[config.mk]
export PLATFORM = sky130hd
export DESIGN_NAME = dm_arbiter
export DESIGN_NICKNAME = d
export VERILOG_FILES = /design/src/rtl/dm_arbiter.sv
export SDC_FILE = /design/constraint.sdc
export NUM_CORES = 1
export LEC_CHECK = 0
export BUFFER_PORTS_ARGS = -buffer_cell sky130_fd_sc_hd__buf_2
export CAP_MARGIN = 20
export CORE_AREA = 10 10 112 114
export DETAILED_ROUTE_END_ITERATION = 10
export DIE_AREA = 0 0 122 124
export GPL_TIMING_DRIVEN = 0
export PLACE_DENSITY = 0.77
export SLEW_MARGIN = 20
export SYNTH_ARGS = -nofsm -noshare
export SYNTH_HDL_FRONTEND = slang
export SYNTH_SLANG_ARGS = --single-unit
[constraint.sdc]
create_clock -name clk -period 2.1 [get_ports clk]
set_clock_uncertainty 0.1 [all_clocks]
set_input_delay 0.105 -clock clk [delete_from_list [all_inputs] [get_ports clk]]
set_output_delay 0.105 -clock clk [all_outputs]
set_load 0.02 [all_outputs]
[src/rtl/dm_arbiter.sv]
// dm_arbiter: shares the single-port, byte-addressed data memory between the
// pipeline MEM stage (port C, priority) and a word-burst DMA/loader (port D).
// Port C is passed straight through while idle. A granted DMA burst owns the
// memory for len beats plus one DONE cycle, stalling any C request meanwhile.
// A starvation counter forces a pending DMA request in after STARVE_MAX refusals.
//
// Ports:
//   clk, rstn                      clock, async active-low reset
//   cpu_req/we/addr/din/ctrl       MEM stage access (zero-latency)
//   cpu_dout, cpu_stall            load data (pass-through), stall request
//   dma_req/we/addr/len/wdata      burst request, sampled at grant
//   dma_beat, dma_rdata, dma_done  per-beat strobe, read word, end pulse
//   mem_we/addr/din/ctrl, mem_dout memory interface
module dm_arbiter #(
  parameter int unsigned STARVE_MAX = 8,
  parameter int unsigned LEN_W      = 4,
  parameter logic [2:0]  DM_WORD    = 3'b000
) (
  input  logic             clk,
  input  logic             rstn,
  input  logic             cpu_req,
  input  logic             cpu_we,
  input  logic [31:0]      cpu_addr,
  input  logic [31:0]      cpu_din,
  input  logic [2:0]       cpu_ctrl,
  output logic [31:0]      cpu_dout,
  output logic             cpu_stall,
  input  logic             dma_req,
  input  logic             dma_we,
  input  logic [31:0]      dma_addr,
  input  logic [LEN_W-1:0] dma_len,
  input  logic [31:0]      dma_wdata,
  output logic             dma_beat,
  output logic [31:0]      dma_rdata,
  output logic             dma_done,
  output logic             mem_we,
  output logic [31:0]      mem_addr,
  output logic [31:0]      mem_din,
  output logic [2:0]       mem_ctrl,
  input  logic [31:0]      mem_dout
);

  typedef enum logic [1:0] {S_IDLE, S_BURST, S_DONE} state_t;

  state_t         r_state;
  logic [7:0]     r_starve;
  logic [LEN_W:0] r_beat;
  logic [LEN_W:0] r_len;
  logic [31:0]    r_base;
  logic           r_we;

  logic           w_grant;
  logic [LEN_W:0] w_len_in;
  logic           w_last;
  logic [31:0]    w_beat_bytes;
  logic [9:0]     w_burst_idx;
  logic [31:0]    w_burst_addr;

  // A C request blocks the grant unless the DMA side has waited its limit.
  assign w_grant  = (r_state == S_IDLE) && dma_req &&
                    (!cpu_req || (r_starve == 8'(STARVE_MAX)));
  // Length 0 encodes the maximum burst of 2^LEN_W words.
  assign w_len_in = (dma_len == '0) ? {1'b1, {LEN_W{1'b0}}} : {1'b0, dma_len};
  assign w_last   = (r_beat == (r_len - {{LEN_W{1'b0}}, 1'b1}));

  // Burst addresses wrap within the 1 KiB memory; upper bits follow the base.
  assign w_beat_bytes = 32'({r_beat, 2'b00});
  assign w_burst_idx  = r_base[9:0] + w_beat_bytes[9:0];
  assign w_burst_addr = {r_base[31:10], w_burst_idx};

  always_ff @(posedge clk or negedge rstn) begin
    if (!rstn) begin
      r_state  <= S_IDLE;
      r_starve <= '0;
      r_beat   <= '0;
      r_len    <= '0;
      r_base   <= '0;
      r_we     <= 1'b0;
    end else begin
      case (r_state)
        S_IDLE: begin
          if (w_grant) begin
            r_base   <= dma_addr & 32'hFFFF_FFFC;
            r_len    <= w_len_in;
            r_we     <= dma_we;
            r_starve <= '0;
            r_beat   <= '0;
            r_state  <= S_BURST;
          end else if (dma_req && (r_starve != 8'(STARVE_MAX))) begin
            r_starve <= r_starve + 8'd1;
          end
        end
        S_BURST: begin
          r_beat <= r_beat + {{LEN_W{1'b0}}, 1'b1};
          if (w_last) begin
            r_state <= S_DONE;
          end
        end
        S_DONE: begin
          r_beat  <= '0;
          r_state <= S_IDLE;
        end
        default: r_state <= S_IDLE;
      endcase
    end
  end

  always_comb begin
    mem_we    = cpu_req & cpu_we;
    mem_addr  = cpu_addr;
    mem_din   = cpu_din;
    mem_ctrl  = cpu_ctrl;
    cpu_stall = 1'b0;
    dma_beat  = 1'b0;
    dma_done  = 1'b0;
    case (r_state)
      S_BURST: begin
        mem_we    = r_we;
        mem_addr  = w_burst_addr;
        mem_din   = dma_wdata;
        mem_ctrl  = DM_WORD;
        cpu_stall = cpu_req;
        dma_beat  = 1'b1;
      end
      S_DONE: begin
        mem_we    = 1'b0;
        mem_addr  = w_burst_addr;
        mem_din   = dma_wdata;
        mem_ctrl  = DM_WORD;
        cpu_stall = cpu_req;
        dma_done  = 1'b1;
      end
      default: ;
    endcase
    // Write enable is held off for the whole time reset is asserted.
    if (!rstn) begin
      mem_we = 1'b0;
    end
  end

  assign cpu_dout  = mem_dout;
  assign dma_rdata = mem_dout;

endmodule

Yosys cells after proc, flatten, opt, wreduce, memory -nomap -nowiden
Index checks and enable logic that the tools add are counted.
W data, S select, Z words.

cells by class
  add/sub/neg operators = 4
  eq/ne operators = 7
  mux-type cells = 16
  bitwise gates (word level) = 1
  reduce and logical (&&, ||, !) cells = 14

operators with widths
  kind                   number
  $mux W32               2
  $mux W8                2
  $pmux W5 S3            1
  $add A10 B7 Y10        1
  $mux W5                2
  $add A8 B1 Y8 const B  1
  $eq A8 B4 Y1 const B   1
  $ne A8 B4 Y1 const B   1
  $reduce_and A2 Y1      4
  $add A5 B1 Y5 const B  1
  $eq A5 B5 Y1           1
  $sub A5 B1 Y5 const B  1
  $logic_not A4 Y1       1
  $mux W1                4
  $mux W2                2
  $ne A2 B2 Y1 const B   2
  $pmux W2 S2            1
  $logic_and A1 B1 Y1    3
  $mux W3                1
  $reduce_bool A3 Y1     1
  $eq A2 B1 Y1 const B   1
  $eq A2 B2 Y1 const B   1
  $logic_not A2 Y1       1
  $pmux W1 S2            1
  5 further kinds        5

word-level totals
  register bits = 51
  bits of input ports = 173
  output and inout bits = 135
  word-level logic and storage cells = 48

Longest topological paths before layout
  depth after elaboration = 5
  gate-level depth with buffers = 9
  depth with buffers taken out = 7

Worst setup path after synthesis
No wires, ideal clock.

  path type = reg-to-output
  from = reg r_beat[0]
  to = out mem_addr[8]
  arrival time = 2.028 ns
  required time = 1.895 ns
  setup slack = -0.133 ns
  cell stages (with the launch flop) = 8
  buffers on the path = 0
  cells stage by stage = dfrtp_1 -> ha_1 -> fa_1 -> a21o_1 -> a21o_1 -> a21oi_1 -> o21ai_0 -> a31oi_1

on the way
  word-level cells in the longest chain between the ends = 2

RTL lines
  what                      line  text
  start: declaration        47    logic [LEN_W:0] r_beat;
  start signal: assignment  94    r_beat <= r_beat + {{LEN_W{1'b0}}, 1'b1};
  $add A10 B7 Y10           68    assign w_burst_idx = r_base[9:0] + w_beat_bytes[9:0];
  $mux W32                  116   case (r_state)
  end: declaration          37    output logic [31:0] mem_addr,

Every way passes these cells.

Worst setup path in the final report
Same ends and word-level chain as after synthesis.

==> metrics.txt <==
hold path endpoint=r_state[1]$_DFFE_PN0P_; worst r2r src=r_starve[1]$_DFFE_PN0P_; Inserted Diodes=0; Period minus WS final=2.36 ns; Compound-Gate Fraction of Synth Area=7.33%; DRT Pass-1 Iters=4; CTS tree=built; Achievable Freq=424 MHz; Starting Density=37.4%; vias in the first global route=4357; syn_nets=620; Root Buffer=clkbuf_8; R2R setup slack=0.13 ns; critical path class=reg2out; CP max FO=2; Core Footprint=10200 µm²; DR vias/cell=4.60; Routability Congestion=0.791; Synth Area in Simple Gates=18.4%; nets=957; final setup margin=-0.257 ns; Hold Crit Class=in2reg; mux share of post-synthesis cell area=17.4%; via count=4169; Psw=3.43 mW; Syn Inst Count=433; Remaining DRCs=0; cell area after layout=6560 µm²; Worst-Margin Slew=0.655 ns; Hold Crit Depth=4; combinational share of power=71.2%; Final Cycle Share=112%; gr ovfl total=0; startpoint types=register; hold path start=dma_req; Area growth syn-to-layout=71.5%; Clk network pwr share=7.7%; Seq pwr share=21.1%; global-route wire length before repair=22200 µm; largest family of logic cells by synthesized area=simple AND/OR/NAND/NOR gates; CTS max path bufs=2; Reg2Reg Depth=8; VDD IR max=0.644 mV; relative slew slack=56.3%; Slew Limit Fails=0; syn avg cell area=8.84 µm²; top cell family by delay on the critical path=compound AO/OA/AOI/OAI gates; Switching Share=42.9%; reg2reg end=r_beat[3]$_DFFE_PN0P_; Sink Count=51; Worst-path clk slew=0.09 ns; Synth Area in Adders=4.77%; routed wire length=15400 µm; mapped cell area=3830 µm²; library cells used by synthesis=44; share of layout cells above drive strength 1=60.8%; PD cells=1220 nW/µm²; Setup violations, final=4; Num CTS Buffers=5; crit end category=output port; pre-CTS WS=-0.438 ns; Post-Synth XOR/XNOR Area=3.20%; max incr delay on CP=0.43 ns; Final HPWL DP=11500 µm; boundary pin count=308; WL/cell=17.0 µm; GRT Overall Usage=18.0%; run status=finished, violations left; Cell Area, Placed=5380 µm²; clock latency on the worst-skew pair=0.30 ns; buffers plus inverters on the worst setup path=1; number of synthesis warnings=0; # rows=37; # port buffers=273; Fin. Hold Viols=0; worst path required time=1.89 ns; Worst Path Arrival=2.15 ns; Synth Register Bits=51; initial antenna violation count=0; CP cell instances=ha_4 -> fa_2 -> a21o_1 -> a21o_1 -> a21oi_2 -> o21ai_1 -> a31oi_2 -> buf_4; Seq/Total Area, Yosys=33.4%; LEAKAGE=3.56 nW; cell with the most instances on the worst path=a21o_1; ANT nets after route=0; Internal=4.55 mW; CP max-delay cell=dfrtp_2; failing checks=negative setup slack; largest net degree at the start of global routing=53; Starting DRT DRC Count=182; Die H=124 µm; Die Area=15100 µm²; Chip Width=122 µm; RSZ-0062 raised after global routing=true; Max Cap Viol=0; CTS H-tree lvls=2
==> worst max-delay path by stage <==
stage,start,end,slack [ns],depth (start not counted)
after floorplan,r_beat[0]$_DFFE_PN0P_,mem_addr[8],0.03,7
after global placement,r_state[0]$_DFFE_PN0P_,mem_addr[28],-0.47,6
after detailed placement,r_state[0]$_DFFE_PN0P_,mem_addr[27],-0.44,6
after CTS,r_beat[0]$_DFFE_PN0P_,mem_addr[8],-0.26,8
after global routing,r_beat[0]$_DFFE_PN0P_,mem_addr[8],-0.38,8
final,r_beat[0]$_DFFE_PN0P_,mem_addr[8],-0.26,8
==> power by group through the flow <==
stage	sequential, mW	clock, mW	combinational [mW]
floorplan	1.60	0	2.95
global placement	1.68	0	4.06
detailed placement	1.69	0	4.12
CTS	1.66	0.629	4.68
global route	1.74	0.685	6.12
finish	1.68	0.616	5.68
==> registers in the layout, indices dropped and copies added (netlist names) <==
| signal | count |
|---|---|
| r_base | 30 |
| r_beat | 5 |
| r_len | 5 |
| r_starve | 8 |
| r_state | 2 |
| r_we | 1 |
==> Yosys cell counts, drive strengths merged <==
master | count | area (µm²)
a211oi | 1 | 7.51
a21boi | 1 | 7.51
a21o | 5 | 37.5
a21oi | 6 | 33.8
a311oi | 1 | 8.76
a31oi | 2 | 12.5
and2 | 4 | 25.0
and3 | 2 | 12.5
and3b | 1 | 8.76
and4 | 1 | 8.76
buf | 74 | 524
clkbuf | 8 | 30.0
dfrtp | 51 | 1280
fa | 1 | 20.0
ha | 13 | 163
inv | 11 | 41.3
mux2 | 59 | 664
nand2 | 114 | 428
nand2b | 1 | 6.26
nand3 | 8 | 40.0
nand3b | 2 | 15.0
nand4bb | 1 | 11.3
nor2 | 9 | 33.8
nor2b | 8 | 50.1
nor3 | 4 | 20.0
nor3b | 1 | 7.51
nor4 | 1 | 6.26
o211ai | 5 | 37.5
o21ai | 15 | 75.1
o221ai | 1 | 8.76
o22ai | 1 | 6.26
o311ai | 1 | 8.76
o32ai | 1 | 8.76
o41ai | 1 | 27.5
or2 | 1 | 8.76
or3 | 1 | 6.26
or3b | 1 | 8.76
or4 | 1 | 7.51
xnor2 | 10 | 87.6
xor2 | 4 | 35.0
==> placed cells by master (no fill, tap or decap), types with 9 or more instances in the layout <==
cell type,count
buf_2,242
buf_4,89
buf_6,33
dfrtp_1,47
dlygate4sd3_1,36
mux2_2,32
mux2_4,27
nand2_1,113
nor2_1,9
o21ai_0,11
xnor2_1,9
==> what timing repair did <==
| item | CTS | global route |
|---|---|---|
| endpoints found under the setup margin | 108 | 95 |
| gates cloned | 0 | 4 |
| hold buffers | 36 | 0 |
| pin swaps | 10 | 10 |
| setup buffers | 11 | 7 |
| endpoints found under the hold margin | 87 | 0 |
| gates resized for setup | 57 | 105 |
==> per-stage QoR <==
stage               total power, mW  TNS, ns  util, %  hold WS (ns)  std cells
finish                         7.98   -0.753     64.1        0.0765        907
CTS                            6.97   -0.610     59.7        0.0744        897
detailed placement             5.81   -16.09     52.5        0.0843        842
global placement               5.74   -15.82     52.5         0.194        842
floorplan                      4.55        0        -        -0.291        433
global route                   8.54    -1.56     64.1        0.0900        907
==> layout make-up <==
class / instances / area, µm²
Inverter: 11 / 41.3
Clock inverter: 2 / 16.3
Tap cell: 136 / 170
Timing Repair Buffer: 331 / 2130
Fill cell: 843 / 3670
Buffer: 81 / 679
Sequential cell: 51 / 1280
Multi-Input combinational cell: 289 / 2160
Clock buffer: 6 / 82.6
==> logic make-up after synthesis <==
kind of cell               count (synthesis)
and+or+nand+nor                          161
buffers and inverters                     93
muxes                                     59
DFF                                       51
AOI/OAI and AO/OA                         41
xor gates and xnor gates                  14
adders and majority gates                 14
==> routing by layer <==
metal / part of all wire [%] / global-route usage, % / wire length (µm)
met1: 37 / 20.1 / 5750
met5: 0 / 0 / 0
met3: 8.5 / 5.97 / 1310
met4: 1.2 / 3.65 / 189
met2: 53 / 32.6 / 8190
==> worst register-to-register path, cell delays in order (launching register included) <==
cell and delay, ns:
dfrtp_1 0.41, inv_2 0.06, ha_2 0.16, nand4bb_1 0.14, o41ai_4 0.24, buf_6 0.17, a21oi_4 0.09, or2_4 0.27
o32ai_2 0.25
No activity file was read; power rests on OpenSTA's default activity.
